$ cat config.mk
export PLATFORM = sky130hd
export DESIGN_NAME = apb_req_arbiter_flat
export DESIGN_NICKNAME = d
export VERILOG_FILES = /design/src/rtl/apb_arb_pkg.sv /design/src/rtl/apb_req_arbiter_if.sv /design/src/rtl/apb_rr_arbiter.sv /design/src/rtl/apb_req_arbiter.sv /design/src/flat_wrapper.sv
export SDC_FILE = /design/constraint.sdc
export NUM_CORES = 1
export LEC_CHECK = 0
export ABC_AREA = 1
export BUFFER_PORTS_ARGS = -buffer_cell sky130_fd_sc_hd__buf_4
export CORE_ASPECT_RATIO = 0.8
export CORE_MARGIN = 3
export CORE_UTILIZATION = 30
export DETAILED_ROUTE_END_ITERATION = 8
export SYNTH_ARGS = -nofsm -noshare
export SYNTH_HDL_FRONTEND = slang
export SYNTH_HIERARCHICAL = 1
export SYNTH_SLANG_ARGS = --single-unit
$ cat constraint.sdc
create_clock -name clk -period 1.5 [get_ports clk]
set_input_delay 0.3 -clock clk [delete_from_list [all_inputs] [get_ports clk]]
set_output_delay 0.3 -clock clk [all_outputs]
set_load 0.02 [all_outputs]
$ cat src/rtl/apb_arb_pkg.sv
// Shared definitions for the APB requester arbiter: FSM encoding, default widths and clog2.
package apb_arb_pkg;

  typedef enum logic [1:0] {
    StIdle   = 2'd0,
    StSetup  = 2'd1,
    StAccess = 2'd2
  } state_e;

  localparam int unsigned DefAw = 32;
  localparam int unsigned DefDw = 32;

  // Ceiling log2, usable in constant expressions.
  function automatic int unsigned clog2(input int unsigned n);
    int unsigned r;
    int unsigned v;
    r = 0;
    v = 1;
    while (v < n) begin
      v = v << 1;
      r++;
    end
    return r;
  endfunction

endpackage

$ cat src/rtl/apb_req_arbiter_if.sv
// Requester-side handshake plus APB master bus for apb_req_arbiter.
// The master modport is the arbiter's view; the slave modport is the environment's view.
interface apb_req_arbiter_if
  import apb_arb_pkg::*;
#(
  parameter int unsigned NREQ = 2,
  parameter int unsigned AW   = DefAw,
  parameter int unsigned DW   = DefDw
) ();

  logic [NREQ-1:0]    req;
  logic [NREQ-1:0]    req_write;
  logic [NREQ*AW-1:0] req_addr;
  logic [NREQ*DW-1:0] req_wdata;
  logic [NREQ-1:0]    done;
  logic [DW-1:0]      rdata;
  logic               err;

  logic               Psel;
  logic               Penable;
  logic               Pwrite;
  logic [AW-1:0]      Paddr;
  logic [DW-1:0]      Pwdata;
  logic [DW-1:0]      Prdata;
  logic               Pready;
  logic               Pslverr;

  modport master (
    input  req, req_write, req_addr, req_wdata, Prdata, Pready, Pslverr,
    output done, rdata, err, Psel, Penable, Pwrite, Paddr, Pwdata
  );

  modport slave (
    output req, req_write, req_addr, req_wdata, Prdata, Pready, Pslverr,
    input  done, rdata, err, Psel, Penable, Pwrite, Paddr, Pwdata
  );

endinterface

$ cat src/rtl/apb_rr_arbiter.sv
// Combinational rotating-priority select: first set request at or after i_rr_ptr wins.
module apb_rr_arbiter
  import apb_arb_pkg::*;
#(
  parameter int unsigned NREQ = 2,
  localparam int unsigned PW  = clog2(NREQ)
) (
  input  logic [NREQ-1:0] i_req,
  input  logic [PW-1:0]   i_rr_ptr,
  output logic [NREQ-1:0] o_gnt,
  output logic [PW-1:0]   o_idx
);

  logic          w_found;
  int unsigned   w_pos;
  logic [PW-1:0] w_j;

  // Walk NREQ positions from the pointer, wrapping, and take the first request seen.
  always_comb begin
    o_gnt   = '0;
    o_idx   = '0;
    w_found = 1'b0;
    w_pos   = 0;
    w_j     = '0;
    for (int unsigned k = 0; k < NREQ; k++) begin
      w_pos = 32'(i_rr_ptr) + k;
      if (w_pos >= NREQ) w_pos = w_pos - NREQ;
      w_j = PW'(w_pos);
      if (!w_found && i_req[w_j]) begin
        w_found  = 1'b1;
        o_gnt[w_j] = 1'b1;
        o_idx    = w_j;
      end
    end
  end

endmodule

$ cat src/rtl/apb_req_arbiter.sv
// Shares one APB master port among NREQ requesters with round-robin arbitration.
// Each grant runs one SETUP/ACCESS transfer and returns a one-cycle done pulse.
// Optional APB_TIMEOUT_EN: aborts an ACCESS phase stalled for TIMEOUT cycles with err=1.
module apb_req_arbiter
  import apb_arb_pkg::*;
#(
  parameter int unsigned NREQ    = 2,
  parameter int unsigned AW      = DefAw,
  parameter int unsigned DW      = DefDw
`ifdef APB_TIMEOUT_EN
  ,
  parameter int unsigned TIMEOUT = 16
`endif
) (
  input logic                 clk,
  input logic                 rst,
  apb_req_arbiter_if.master   bus
);

  localparam int unsigned PW = clog2(NREQ);

  state_e          r_state, w_state_d;
  logic [PW-1:0]   r_rr_ptr, w_rr_ptr_d;
  logic [PW-1:0]   r_gnt_idx, w_gnt_idx_d;
  logic [NREQ-1:0] r_gnt, w_gnt_d;
  logic            r_psel, w_psel_d;
  logic            r_penable, w_penable_d;
  logic            r_pwrite, w_pwrite_d;
  logic [AW-1:0]   r_paddr, w_paddr_d;
  logic [DW-1:0]   r_pwdata, w_pwdata_d;
  logic [NREQ-1:0] r_done, w_done_d;
  logic [DW-1:0]   r_rdata, w_rdata_d;
  logic            r_err, w_err_d;

  logic [NREQ-1:0] w_arb_gnt;
  logic [PW-1:0]   w_arb_idx;
  logic            w_timeout;
  logic            w_complete;

  apb_rr_arbiter #(
    .NREQ (NREQ)
  ) u_rr_arbiter (
    .i_req    (bus.req),
    .i_rr_ptr (r_rr_ptr),
    .o_gnt    (w_arb_gnt),
    .o_idx    (w_arb_idx)
  );

`ifdef APB_TIMEOUT_EN
  localparam int unsigned CW = clog2(TIMEOUT + 1);

  logic [CW-1:0] r_cnt, w_cnt_d;

  // Abort at the edge where the stall count would reach TIMEOUT.
  assign w_timeout = (r_state == StAccess) && !bus.Pready && (r_cnt == CW'(TIMEOUT - 1));

  // Stall counter: cleared entering ACCESS, counts ACCESS cycles without Pready.
  always_comb begin
    w_cnt_d = r_cnt;
    if (r_state == StSetup) begin
      w_cnt_d = '0;
    end else if (r_state == StAccess && !bus.Pready) begin
      w_cnt_d = r_cnt + 1'b1;
    end
  end

  // Stall counter register.
  always_ff @(posedge clk or negedge rst) begin
    if (!rst) r_cnt <= '0;
    else      r_cnt <= w_cnt_d;
  end
`else
  assign w_timeout = 1'b0;
`endif

  assign w_complete = bus.Pready || w_timeout;

  // Next-state and output logic for the IDLE/SETUP/ACCESS transfer FSM.
  always_comb begin
    w_state_d   = r_state;
    w_rr_ptr_d  = r_rr_ptr;
    w_gnt_idx_d = r_gnt_idx;
    w_gnt_d     = r_gnt;
    w_psel_d    = r_psel;
    w_penable_d = r_penable;
    w_pwrite_d  = r_pwrite;
    w_paddr_d   = r_paddr;
    w_pwdata_d  = r_pwdata;
    w_done_d    = '0;
    w_rdata_d   = r_rdata;
    w_err_d     = r_err;
    case (r_state)
      StIdle: begin
        if (|bus.req) begin
          // Payload is captured once here; later requester changes are ignored.
          w_gnt_idx_d = w_arb_idx;
          w_gnt_d     = w_arb_gnt;
          w_pwrite_d  = bus.req_write[w_arb_idx];
          w_paddr_d   = bus.req_addr[32'(w_arb_idx) * AW +: AW];
          w_pwdata_d  = bus.req_wdata[32'(w_arb_idx) * DW +: DW];
          w_psel_d    = 1'b1;
          w_state_d   = StSetup;
        end
      end
      StSetup: begin
        w_penable_d = 1'b1;
        w_state_d   = StAccess;
      end
      StAccess: begin
        if (w_complete) begin
          w_done_d    = r_gnt;
          w_rdata_d   = (r_pwrite || w_timeout) ? '0 : bus.Prdata;
          w_err_d     = w_timeout ? 1'b1 : bus.Pslverr;
          w_psel_d    = 1'b0;
          w_penable_d = 1'b0;
          w_rr_ptr_d  = (32'(r_gnt_idx) == NREQ - 1) ? '0 : r_gnt_idx + 1'b1;
          w_state_d   = StIdle;
        end
      end
      default: begin
        w_state_d = StIdle;
      end
    endcase
  end

  // State and registered outputs; reset clears everything without a done pulse.
  always_ff @(posedge clk or negedge rst) begin
    if (!rst) begin
      r_state   <= StIdle;
      r_rr_ptr  <= '0;
      r_gnt_idx <= '0;
      r_gnt     <= '0;
      r_psel    <= 1'b0;
      r_penable <= 1'b0;
      r_pwrite  <= 1'b0;
      r_paddr   <= '0;
      r_pwdata  <= '0;
      r_done    <= '0;
      r_rdata   <= '0;
      r_err     <= 1'b0;
    end else begin
      r_state   <= w_state_d;
      r_rr_ptr  <= w_rr_ptr_d;
      r_gnt_idx <= w_gnt_idx_d;
      r_gnt     <= w_gnt_d;
      r_psel    <= w_psel_d;
      r_penable <= w_penable_d;
      r_pwrite  <= w_pwrite_d;
      r_paddr   <= w_paddr_d;
      r_pwdata  <= w_pwdata_d;
      r_done    <= w_done_d;
      r_rdata   <= w_rdata_d;
      r_err     <= w_err_d;
    end
  end

  assign bus.Psel    = r_psel;
  assign bus.Penable = r_penable;
  assign bus.Pwrite  = r_pwrite;
  assign bus.Paddr   = r_paddr;
  assign bus.Pwdata  = r_pwdata;
  assign bus.done    = r_done;
  assign bus.rdata   = r_rdata;
  assign bus.err     = r_err;

endmodule

$ cat src/flat_wrapper.sv
// flat-port wrapper written by rule: the top's interface ports become plain ports
module apb_req_arbiter_flat import apb_arb_pkg::*;
#(
  parameter int unsigned NREQ    = 2,
  parameter int unsigned AW      = DefAw,
  parameter int unsigned DW      = DefDw

)
  (clk, rst, bus_req, bus_req_write, bus_req_addr, bus_req_wdata, bus_Prdata, bus_Pready, bus_Pslverr, bus_done, bus_rdata, bus_err, bus_Psel, bus_Penable, bus_Pwrite, bus_Paddr, bus_Pwdata);
  apb_req_arbiter_if #(.NREQ(NREQ), .AW(AW), .DW(DW)) bus_i ();
  input logic clk;
  input logic rst;
  input wire logic [$bits(bus_i.req)-1:0] bus_req;
  input wire logic [$bits(bus_i.req_write)-1:0] bus_req_write;
  input wire logic [$bits(bus_i.req_addr)-1:0] bus_req_addr;
  input wire logic [$bits(bus_i.req_wdata)-1:0] bus_req_wdata;
  input wire logic [$bits(bus_i.Prdata)-1:0] bus_Prdata;
  input wire logic [$bits(bus_i.Pready)-1:0] bus_Pready;
  input wire logic [$bits(bus_i.Pslverr)-1:0] bus_Pslverr;
  output wire logic [$bits(bus_i.done)-1:0] bus_done;
  output wire logic [$bits(bus_i.rdata)-1:0] bus_rdata;
  output wire logic [$bits(bus_i.err)-1:0] bus_err;
  output wire logic [$bits(bus_i.Psel)-1:0] bus_Psel;
  output wire logic [$bits(bus_i.Penable)-1:0] bus_Penable;
  output wire logic [$bits(bus_i.Pwrite)-1:0] bus_Pwrite;
  output wire logic [$bits(bus_i.Paddr)-1:0] bus_Paddr;
  output wire logic [$bits(bus_i.Pwdata)-1:0] bus_Pwdata;
  assign bus_i.req = bus_req;
  assign bus_i.req_write = bus_req_write;
  assign bus_i.req_addr = bus_req_addr;
  assign bus_i.req_wdata = bus_req_wdata;
  assign bus_i.Prdata = bus_Prdata;
  assign bus_i.Pready = bus_Pready;
  assign bus_i.Pslverr = bus_Pslverr;
  assign bus_done = bus_i.done;
  assign bus_rdata = bus_i.rdata;
  assign bus_err = bus_i.err;
  assign bus_Psel = bus_i.Psel;
  assign bus_Penable = bus_i.Penable;
  assign bus_Pwrite = bus_i.Pwrite;
  assign bus_Paddr = bus_i.Paddr;
  assign bus_Pwdata = bus_i.Pwdata;
  apb_req_arbiter #(.NREQ(NREQ), .AW(AW), .DW(DW)) u_core (.clk(clk), .rst(rst), .bus(bus_i));
endmodule
# Yosys cells after proc, flatten, opt, wreduce, memory -nomap -nowiden
# Cells that the tools add are included.
[totals] reg_bits=108 output_inout_bits=102 inputBits=168 wordCells=71
[classes] n_reduce_logical=13 eq_ne=4 n_lt_le_gt_ge=7 shifts=2 muxes=28 bitwise_logic=1 n_addsub=4
[ops] op="indexed part select 64 x 7 -> 32 bit" count=2
[ops] op="two-way mux 32 bit" count=1
[ops] op="two-way mux 1 bit" count=16
[ops] op="two-way mux 2 bit" count=6
[ops] op="AND reduction 2 bit" count=4
[ops] op="< comparator 1 x 2 -> 1 bit (second input constant)" count=3
[ops] op="case mux 2 bit (3 select lines)" count=1
[ops] op="case mux 1 bit (2 select lines)" count=2
[ops] op="nonzero test 2 bit" count=2
[ops] op="logical AND 1 bit" count=3
[ops] op="AND reduction 3 bit" count=1
[ops] op="adder 1 x 1 -> 2 bit (second input constant)" count=1
[ops] op="demux 1 bit (select 1 bit)" count=2
[ops] op="equality test 2 x 1 -> 1 bit (second input constant)" count=1
[ops] op="equality test 2 bit (second input constant)" count=1
[ops] op=">= comparator 1 bit (second input constant)" count=2
[ops] op=">= comparator 1 x 2 -> 1 bit (second input constant)" count=1
[ops] op=">= comparator 2 bit (second input constant)" count=1
[ops] op="logical NOT 2 bit" count=1
[ops] op="!= test 2 x 1 -> 1 bit (second input constant)" count=1
[ops] op="!= test 2 bit (second input constant)" count=1
[ops] op="bitwise OR 2 bit" count=1
[ops] op="OR reduction 2 bit" count=1
[ops] op="subtractor 1 bit (second input constant)" count=2
[ops] op="other kinds (2)" count=2

# Depth between registers and ports, before layout
# Gate-level depths: netlist of run 1.
[logic_depth] word_depth=10 ltp_mapped=10 mapped_depth_nobuf=8

# By module
# Netlist of run 1, hierarchy kept.
[by_module_without_submodules] module="apb_req_arbiter" seq_area_each_um2=2702.6 cells_each=735 instances=1 area_each_um2=5181.2
[by_module_without_submodules] module="apb_rr_arbiter" seq_area_each_um2=0.0 cells_each=6 instances=1 area_each_um2=23.8

# Least setup slack after synthesis of run 1
# No wires, ideal clock.
[synth_timing] kind="reg-to-reg" from="register u_core.r_rr_ptr" to="register u_core.r_paddr[0] (netlist: u_core/bus.Paddr[0])" setup_ns=0.065 t_required_ns=1.435 path_slack_ns=0.316 synth_period_minus_slack_ns=1.184 t_arrival_ns=1.119 path_stages_with_launch=10 path_buffers=2 cell_sequence="dfrtp_1 -> nand2_1 -> nand2_1 -> inv_1 -> buf_2 -> buf_2 -> nand2_1 -> nand2_1 -> nand2_1 -> nand2_1"
[synth_between] elab_chain_len=9 elab_cells_between_ends=17 classes_between="add/sub: 3; order compare: 2; shift: 1; mux: 9; reduce/logical: 2"
[synth_lines] item="start: declaration" line_no="apb_req_arbiter.sv:23" rtl="logic [PW-1:0] r_rr_ptr, w_rr_ptr_d;"
[synth_lines] item="start signal: assignment" line_no="apb_req_arbiter.sv:143" rtl="r_rr_ptr <= w_rr_ptr_d;"
[synth_lines] item=">= comparator 1 x 2 -> 1 bit / subtractor 1 bit (equally long branches)" line_no="apb_rr_arbiter.sv:27" rtl="if (w_pos >= NREQ) w_pos = w_pos - NREQ;"
[synth_lines] item="two-way mux 1 bit" line_no="apb_rr_arbiter.sv:27"
[synth_lines] item="two-way mux 1 bit (implied by the code) (2 in series)" line_no="apb_rr_arbiter.sv:29" rtl="if (!w_found && i_req[w_j]) begin"
[synth_lines] item="two-way mux 1 bit" line_no="apb_rr_arbiter.sv:29"
[synth_lines] item="logical NOT 1 bit" line_no="apb_rr_arbiter.sv:29"
[synth_lines] item="logical AND 1 bit" line_no="apb_rr_arbiter.sv:29"
[synth_lines] item="two-way mux 1 bit *" line_no="apb_rr_arbiter.sv:29"
[synth_lines] item="net u_core.w_arb_idx" line_no="apb_req_arbiter.sv:36" rtl="logic [PW-1:0] w_arb_idx;"
[synth_lines] item="indexed part select 64 x 7 -> 32 bit *" line_no="apb_req_arbiter.sv:99" rtl="w_paddr_d = bus.req_addr[32'(w_arb_idx) * AW +: AW];"
[synth_lines] item="end signal: assignment" line_no="apb_req_arbiter.sv:149" rtl="r_paddr <= w_paddr_d;"
[synth_lines] item="end: declaration" line_no="apb_req_arbiter.sv:29" rtl="logic [AW-1:0] r_paddr, w_paddr_d;"
# Mark *: on every way through the listed nets, which the timed path passes. The rest lies on a longest branch. The select of a mux whose other input is x is not followed.
# A chain may end at the register's enable or synchronous reset.

# Worst setup path in the final report of run 1
[layout_timing] from="register u_core.r_rr_ptr" to="register u_core.r_pwdata[19] (netlist: u_core/bus.Pwdata[19])"
[layout_between] elab_chain_len=9 elab_cells_between_ends=17 classes_between="add/sub: 3; order compare: 2; shift: 1; mux: 9; reduce/logical: 2"
[layout_lines] item=">= comparator 1 x 2 -> 1 bit / subtractor 1 bit (equally long branches)" line_no="apb_rr_arbiter.sv:27"
[layout_lines] item="two-way mux 1 bit" line_no="apb_rr_arbiter.sv:27"
[layout_lines] item="two-way mux 1 bit (implied by the code) (2 in series)" line_no="apb_rr_arbiter.sv:29"
[layout_lines] item="two-way mux 1 bit" line_no="apb_rr_arbiter.sv:29"
[layout_lines] item="logical NOT 1 bit" line_no="apb_rr_arbiter.sv:29"
[layout_lines] item="logical AND 1 bit" line_no="apb_rr_arbiter.sv:29"
[layout_lines] item="two-way mux 1 bit *" line_no="apb_rr_arbiter.sv:29"
[layout_lines] item="net u_core.w_arb_idx" line_no="apb_req_arbiter.sv:36"
[layout_lines] item="indexed part select 64 x 7 -> 32 bit *" line_no="apb_req_arbiter.sv:100" rtl="w_pwdata_d = bus.req_wdata[32'(w_arb_idx) * DW +: DW];"
[layout_lines] item="end signal: assignment" line_no="apb_req_arbiter.sv:150" rtl="r_pwdata <= w_pwdata_d;"
[layout_lines] item="end: declaration" line_no="apb_req_arbiter.sv:30" rtl="logic [DW-1:0] r_pwdata, w_pwdata_d;"
# Marks and branches as above.

==> results of run 1 <==
where the power goes:
part,switching (W),leakage [nW],internal [W]
combinational,0.00474,3.18,0.00311
clock,0.00112,0.148,0.00139
sequential,0.000812,1.36,0.00428
layout by cell type (no fill, tap or decap):
cell type / count
a21oi_1: 1
buf_12: 8
buf_4: 274
bufinv_16: 1
clkbuf_16: 9
clkbuf_8: 2
clkinv_2: 1
clkinvlp_4: 2
dfrtp_1: 108
dlygate4sd3_1: 1
inv_1: 37
inv_2: 2
inv_6: 1
nand2_1: 509
nand2_2: 2
nand3_1: 3
nand3_2: 1
nor2_1: 35
nor2_2: 1
nor2_4: 2
o21ai_0: 2
stage by stage:
stage / power [W] / util (%) / instance area, um2 / cells
3_5_place_dp: 0.0131 / 44.5 / 7460 / 1205
3_3_place_gp: 0.0130 / 44.5 / 7460 / 1205
2_1_floorplan: 0.00957 / - / 5200 / 741
6_report: 0.0154 / 46.4 / 7790 / 1222
4_1_cts: 0.0157 / 46.4 / 7790 / 1222
5_1_grt: 0.0166 / 46.4 / 7790 / 1222
state kept, by name, indices dropped and copies added, names as in the netlist:
signal,cells
u_core/bus.Paddr,32
u_core/bus.Penable,1
u_core/bus.Psel,1
u_core/bus.Pwdata,32
u_core/bus.Pwrite,1
u_core/bus.done,2
u_core/bus.err,1
u_core/bus.rdata,32
u_core/r_gnt,2
u_core/r_gnt_idx,1
u_core/r_rr_ptr,1
u_core/r_state,2
layer usage:
layer	global-route usage, %	routed length (um)	up-vias
li1	-	-	2686
met1	21.9	7010	2248
met2	27.1	7530	224
met3	6.08	1670	12
met4	5.51	248	0
met5	0	0	-
cell families (layout without fill, tap and decap cells):
logic type	after synthesis	in the layout	share of synthesized area, %
and+or+nand+nor	553	553	40.4
DFF	108	108	51.9
buffers and inverters	77	338	7.43
AOI/OAI and AO/OA	3	3	0.288
worst max-delay path, stage by stage (launching register included):
cell and delay [ps]:
dfrtp_1 400, nand2_1 100, nand2_2 110, inv_2 100, buf_4 270, nand2_1 90, nand2_1 70, nand2_1 50
nand2_1 70
timing repair:
item | CTS | global route
endpoints found under the hold margin | 108 | 0
hold buffers | 1 | 0
setup buffers | 0 | 0
path summary, 6_finish.rpt:
check	end	slack [ps]	cells past startpoint
setup / recovery	u_core/bus.Pwdata[19]$_DFFE_PN0P_	190	8
hold / removal	u_core/bus.err$_DFFE_PN0P_	160	3
setup reg to reg	u_core/bus.Pwdata[19]$_DFFE_PN0P_	190	8
hold reg to reg	u_core/r_gnt[1]$_DFFE_PN0P_	470	2
max in group asynchronous	u_core/bus.Paddr[30]$_DFFE_PN0P_	730	3
min in group asynchronous	u_core/bus.rdata[25]$_DFFE_PN0P_	510	3
layout make-up:
type	instances	area [um2]	share of cell area (%)
Inverter	39	146	1.88
Tap cell	220	275	3.54
Clock inverter	5	58.8	0.755
Sequential cell	108	2700	34.7
Multi-Input combinational cell	556	2120	27.3
Timing Repair Buffer	283	2230	28.6
Clock buffer	11	253	3.25
==> metrics.txt, run 1 <==
first-pass GRT wire length=25800 um; WP data arrival=1590 ps; Post-Syn Nets=between 900 and 1000; PwrDens=1980 mW/mm2; cells after synthesis=between 700 and 800; routed vias/inst=4.23; status=finished, final reports clean; Fmax achieved=0.765 GHz; filler instances=1695; Max Cap Viol=0; final hold violation count=0; # clock sinks=roughly 110; clk_skew=9.37 ps; H-tree lvl count=3; final estimated routing congestion in global placement=0.799; CP endpoint kind=register; Synth area leader=dfrtp_1; final wirelength=16500 um; Worst Setup SP=u_core/r_rr_ptr$_DFFE_PN0P_; WL/cell=13.5 um; Total GRT Usage=17.0%; final setup margin=just under 200 ps; Mean Syn Cell Area=around 7 um2; initial antenna violation count=0; largest net degree at the start of global routing=57; CTS buffer count=9; TritonRoute pass-1 iters=5; share of cells above drive strength 1=a little under a third; P_leak=4.68 nW; #FFs+latches synth=108; setup TNS=0 ps; DRC errors left=0; Antenna Nets Post-Route=0; die footprint=0.0190 mm2; prevailing post-synth register cell=dfrtp_1; vias in the first global route=around 5000; worst-case clock buffer depth=2; min-delay src=bus_Pslverr; top cell type's share of synthesized area=51.9%; max-slew violations=0; Seq/Total Area, Yosys=between 50% and 60%; Ys Warns=6; Worst slew margin=74.7%; Setup WS pre-CTS=152 ps; gr ovfl total=0; largest cells by area after synthesis=dfrtp_1, nand2_1, inv_1, nor2_1, buf_2; CTS tree=built; largest fanout on the critical path=24; most numerous cell in the Yosys netlist=nand2_1; cell area after synthesis=0.00520 mm2; post-detail-place hpwl=around 12000 um; width of the die=153 um; io pins=270; clk slew on worst S/H paths=70 ps; Final min period=1310 ps; worst min path class=in -> reg; final period utilization=between 80% and 90%; nets@finish=between 1000 and 1500; Synth top cells by count=nand2_1, dfrtp_1, inv_1; CP required=~1800 ps; port bufs=269; RSZ-0062 raised after global routing=no; CP Launch Type=register; post-cts sizing count=0; die height=about 120 um; routed via count=5170; Async SR Flop Fraction=100%; Clk Latency, worst-skew pair=350 ps; Slew @ Worst Pin=379 ps; Starting Density=a little under a third; drt first-iter violations=297; Hold Slack=163 ps; Root Buffer Master=clkbuf_16; Reg2Reg Launch Point=u_core/r_rr_ptr$_DFFE_PN0P_; Peak VDD IR=824 uV; # setup viols final=0; Post-synth EDFFs=0; P&R area growth vs syn=49.6%; Core Area=0.0168 mm2; Cell variety after synth=17; Ant. Diodes=0; Rows=between 40 and 50; CP Class=reg -> reg
Note: power is estimated with default switching activity, not from simulation.
==> inputs of run 2 (changes only) <==
--- a/config.mk
+++ b/config.mk
@@ -6,11 +6,13 @@
 export NUM_CORES = 1
 export LEC_CHECK = 0
 export ABC_AREA = 1
-export BUFFER_PORTS_ARGS = -buffer_cell sky130_fd_sc_hd__buf_4
 export CORE_ASPECT_RATIO = 0.8
 export CORE_MARGIN = 3
 export CORE_UTILIZATION = 30
 export DETAILED_ROUTE_END_ITERATION = 8
+export DONT_BUFFER_PORTS = 1
+export RECOVER_POWER = 100
+export SLEW_MARGIN = 20
 export SYNTH_ARGS = -nofsm -noshare
 export SYNTH_HDL_FRONTEND = slang
 export SYNTH_HIERARCHICAL = 1
==> metrics.txt, run 2 (synthesis gave the netlist of run 1 again) <==
Root Buffer Master=clkbuf_16; Slew @ Worst Pin=439 ps (+60.1 ps); setup TNS=0 ps (unchanged); worst-path cell chain=nand2_1 -> nand2_1 -> buf_4 -> nand2_1 -> nand2_1 -> nand2_1 -> nand2_1; H-tree lvl count=3 (unchanged); drt first-iter violations=263 (-11%); register area=0.00270 mm2 (unchanged); CP max stage cell=dfrtp_1; crit-path leading delay family=simple AND/OR/NAND/NOR gates; P_leak=3.33 nW (-29%); gr ovfl total=0 (unchanged); vias in the first global route=3881 (-22%); CP Class=reg -> reg; Max Cap Viol=0 (unchanged); CP endpoint kind=register; post-cts sizing count=0 (unchanged); initial antenna violation count=0 (unchanged); CTS tree=built; failing checks=negative hold slack; io pins=270 (unchanged); post-place instance area=0.00541 mm2 (-28%); Starting Density=31.0% (unchanged); final period utilization=88.3% (+1.2 points); Clk Latency, worst-skew pair=340 ps (about the same); most frequent cells in the layout=nand2_1, dfrtp_1, inv_1; Core Area=0.0168 mm2 (unchanged); clk_skew=9.02 ps (-0.353 ps); Ant. Diodes=0 (unchanged); final wirelength=13700 um (-17%); routed via count=4187 (-19%); share of cells above drive strength 1=3.99% (-27 points); final hold violation count=108 (+108); Antenna Nets Post-Route=0 (unchanged); most common cell after layout, fill and taps aside=nand2_1; Fmax achieved=0.755 GHz (-1.4%); first-pass GRT wire length=20900 um (-19%); final core occ=33.8% (-13 points); max-slew violations=0 (unchanged); Final min period=1320 ps (+17.9 ps); Final Instance Area=0.00567 mm2 (-27%); final estimated routing congestion in global placement=0.763 (-4.5%); TritonRoute pass-1 iters=4 (-1); Multi-input gate area=0.00211 mm2 (-0.47%); worst path bufs/invs=1 (-1); clk slew on worst S/H paths=70 ps (about the same); worst-case clock buffer depth=2 (unchanged); CP required=1780 ps (about the same); largest net degree at the start of global routing=109 (+91%); most used cell, CP=nand2_1; die footprint=0.0190 mm2 (unchanged); filler instances=1774 (+4.7%); nets@finish=893 (-23%); status=complete, but fails checks; # clock sinks=108 (unchanged); # setup viols final=0 (unchanged); CTS buffer count=9 (unchanged); DRC errors left=0 (unchanged); routed vias/inst=4.42 (+4.5%); WL/cell=14.5 um (+7.4%); Setup WS pre-CTS=220 ps (+67.8 ps); CP peak stage delay=370 ps (-30 ps); Hold Slack=-353 ps (-516 ps); Worst slew margin=70.7% (-4.0 points); port bufs=0 (-100%); Rows=42 (unchanged); P&R area growth vs syn=8.94%; Total GRT Usage=13.8% (-3.2 points); largest fanout on the critical path=40 (+67%); setup repair bufs after CTS=0 (unchanged); final cell count without fillers=947 (-23%); worst min path class=in -> async; width of the die=153 um (unchanged); placed insts=934 (-22%); Peak VDD IR=851 uV (+3.3%); post-detail-place hpwl=9900 um (-18%); CP Launch Type=register; PwrDens=2290 mW/mm2 (+16%); RSZ-0062 raised after global routing=no; final setup margin=176 ps (-17.9 ps); die height=124 um (unchanged); WP data arrival=1610 ps (+20 ps)
run 2: path summary, 6_finish.rpt:
kind / startpoint / endpoint / slack, ps / cells after the start
max: u_core/r_rr_ptr$_DFFE_PN0P_ / u_core/bus.Pwdata[6]$_DFFE_PN0P_ / 180 / 7
min: rst / u_core/bus.rdata[23]$_DFFE_PN0P_ / -350 / 0
max reg2reg: u_core/r_rr_ptr$_DFFE_PN0P_ / u_core/bus.Pwdata[6]$_DFFE_PN0P_ / 180 / 7
min reg2reg: u_core/r_gnt_idx$_DFFE_PN0P_ / u_core/r_gnt_idx$_DFFE_PN0P_ / 480 / 2
max in group asynchronous: rst / u_core/bus.Pwdata[7]$_DFFE_PN0P_ / 1700 / 0
min in group clk: bus_Pready / u_core/bus.done[0]$_DFF_PN0_ / 60 / 2
run 2: final cells by class:
class,count,share of cell area (%)
clock buffer,9,3.97
clock inverter,4,1.35
inverter,39,2.58
multi-input combinational,556,37.3
sequential,108,47.7
tap,220,4.85
timing repair buffer,11,2.32
run 2: worst register-to-register path, stage by stage, from the launching register on:
cell and delay, ps:
dfrtp_1 370, nand2_1 70, nand2_1 120, buf_4 360
nand2_1 160, nand2_1 90, nand2_1 50, nand2_1 50
run 2: stage by stage:
step | total power (W) | hold slack, ps
6_report | 0.0130 | -353
5_1_grt | 0.0140 | -384
4_1_cts | 0.0133 | -375
3_5_place_dp | 0.0107 | 6.74
3_3_place_gp | 0.0106 | 6.80
2_1_floorplan | 0.00957 | 4.41
run 2: layer usage:
metal / vias up / global-route usage [%] / wire [um]
li1: 2132 / - / -
met1: 1853 / 18.1 / 5990
met2: 190 / 21.3 / 6160
met3: 12 / 5.84 / 1410
met4: 0 / 3.56 / 137
met5: - / 0 / 0
run 2: power breakdown:
group	internal, W	leakage (nW)	switching [W]
registers	0.00427	1.36	0.00266
clock network	0.00144	0.144	0.00105
logic	0.00123	1.83	0.00235
==> inputs of run 3 (changes only) <==
==> constraint.sdc (replaced) <==
create_clock -name clk -period 1.5 [get_ports clk]
set_input_delay 0.3 -clock clk [delete_from_list [all_inputs] [get_ports clk]]
set_output_delay 0.3 -clock clk [all_outputs]
set_load 0.01 [all_outputs]
==> metrics.txt, run 3 (synthesis gave the netlist of run 1 again) <==
CP Class=reg -> reg; most frequent cells in the layout=nand2_1, dfrtp_1, inv_1; Ant. Diodes=0 (unchanged); routed vias/inst=4.48 (+1.3%); filler instances=1807 (+1.9%); failing checks=negative hold slack; Antenna Nets Post-Route=0 (unchanged); final hold violation count=108 (unchanged); max-slew violations=0 (unchanged); vias in the first global route=3904 (+0.59%); CP Launch Type=register; Starting Density=31.0% (unchanged); most common cell after layout, fill and taps aside=nand2_1; Rows=42 (unchanged); RSZ-0062 raised after global routing=no; worst-case clock buffer depth=2 (unchanged); Hold Slack=-357 ps (-3.88 ps); TritonRoute pass-1 iters=5 (+1); Worst slew margin=70.9% (+0.18 points); post-detail-place hpwl=9880 um (-0.20%); H-tree lvl count=3 (unchanged); final estimated routing congestion in global placement=0.765 (+0.22%); CTS tree=built; WP data arrival=1540 ps (-70 ps); first-pass GRT wire length=20900 um (about the same); Final min period=1300 ps (-22.8 ps); Core Area=0.0168 mm2 (unchanged); clk slew on worst S/H paths=70 ps (about the same); Root Buffer Master=clkbuf_16; drt first-iter violations=258 (-1.9%); WL/cell=14.5 um (+0.40%); final wirelength=13800 um (+0.72%); gr ovfl total=0 (unchanged); DRC errors left=0 (unchanged); # clock sinks=108 (unchanged); final core occ=33.7% (-0.15 points); port bufs=0 (unchanged); largest net degree at the start of global routing=109 (unchanged); Clk Latency, worst-skew pair=350 ps (about the same); CP endpoint kind=register; P_leak=3.31 nW (-0.55%); # setup viols final=0 (unchanged); Slew @ Worst Pin=436 ps (-2.68 ps); CTS buffer count=9 (unchanged); Reg-to-Reg End=u_core/bus.Pwdata[16]$_DFFE_PN0P_; share of cells above drive strength 1=4.11% (+0.12 points); Total GRT Usage=13.9% (+0.10 points); final period utilization=86.8% (-1.5 points); nets@finish=893 (unchanged); P&R area growth vs syn=8.46%; routed via count=4253 (+1.6%); post-cts sizing count=0 (unchanged); setup repair bufs after CTS=0 (unchanged); width of the die=153 um (unchanged); largest fanout on the critical path=33 (-18%); Peak VDD IR=792 uV (-6.9%); initial antenna violation count=0 (unchanged); die height=124 um (unchanged); setup TNS=0 ps (unchanged); Max Cap Viol=0 (unchanged); clk_skew=12.5 ps (+3.43 ps); worst min path class=in -> async; PwrDens=2080 mW/mm2 (-9.1%); die footprint=0.0190 mm2 (unchanged); worst reg2reg path depth=5 (-2); status=complete, but fails checks; io pins=270 (unchanged); Reg2Reg Launch Point=u_core/r_state[1]$_DFFE_PN0P_; R2R Setup Slk=200 ps (+20 ps); Fmax achieved=0.768 GHz (+1.8%); CP required=1740 ps (-40 ps)
run 3: cell types whose count changed in the layout (fill, tap and decap cells not counted):
cell / delta
bufinv_16: -2
buf_12: +1
buf_4: -1
clkinvlp_4: +1
nand2_1: -1
nand2_2: +1
clkbuf_1: +3
buf_8: -1
clkbuf_4: +1
inv_6: +1
run 3: report_power, final:
group          total, W  leakage, nW  switching [W]  internal, W
logic           0.00356         1.83        0.00232      0.00124
registers       0.00597         1.36        0.00169      0.00428
clock network   0.00223        0.124        0.00108      0.00114
total            0.0118         3.31        0.00509      0.00666
run 3: critical path, stage by stage (launching register included):
cell and delay (ps):
dfrtp_1 420, nor2_1 250, nand2_2 90, buf_4 260
nand2_1 110, nand2_1 50
run 3: area by class of cell:
cell class / instances / area, um2 / area share, %
sequential: 108 / 2700 / 47.9
multi-input combinational: 556 / 2120 / 37.5
tap: 220 / 275 / 4.88
clock buffer: 12 / 236 / 4.19
inverter: 39 / 146 / 2.59
timing repair buffer: 11 / 136 / 2.42
clock inverter: 4 / 32.5 / 0.576
run 3: worst max path at each step:
stage | from | slack (ps) | endpoint
floorplan | u_core/r_rr_ptr$_DFFE_PN0P_ | 320 | u_core/bus.Paddr[0]$_DFFE_PN0P_
global placement | u_core/r_rr_ptr$_DFFE_PN0P_ | 250 | u_core/bus.Paddr[25]$_DFFE_PN0P_
detailed placement | u_core/r_rr_ptr$_DFFE_PN0P_ | 210 | u_core/bus.Pwdata[31]$_DFFE_PN0P_
CTS | u_core/bus.Pwrite$_DFFE_PN0P_ | 210 | bus_Pwrite
global route | u_core/r_rr_ptr$_DFFE_PN0P_ | 60 | u_core/bus.Paddr[13]$_DFFE_PN0P_
finish | u_core/r_state[1]$_DFFE_PN0P_ | 200 | u_core/bus.Pwdata[16]$_DFFE_PN0P_
run 3: metrics by stage:
| stage | instance area [um2] | hold slack [ps] | worst slack, ps | instances | total power, W |
|---|---|---|---|---|---|
| final | 5650 | -357 | 199 | 950 | 0.0118 |
| after global routing | 5650 | -389 | 57.4 | 950 | 0.0128 |
| after CTS | 5670 | -378 | 212 | 950 | 0.0121 |
| after detailed placement | 5410 | 6.76 | 214 | 934 | 0.00974 |
| after global placement | 5410 | 6.88 | 250 | 934 | 0.00966 |
| after floorplan | 5200 | 4.41 | 316 | 741 | 0.00861 |
run 3: metal layers:
layer / vias up / routed length [um] / GRT usage (%)
li1: 2133 / - / -
met1: 1896 / 5980 / 17.8
met2: 216 / 6190 / 21.5
met3: 8 / 1490 / 6.46
met4: 0 / 136 / 3.62
met5: - / 0 / 0
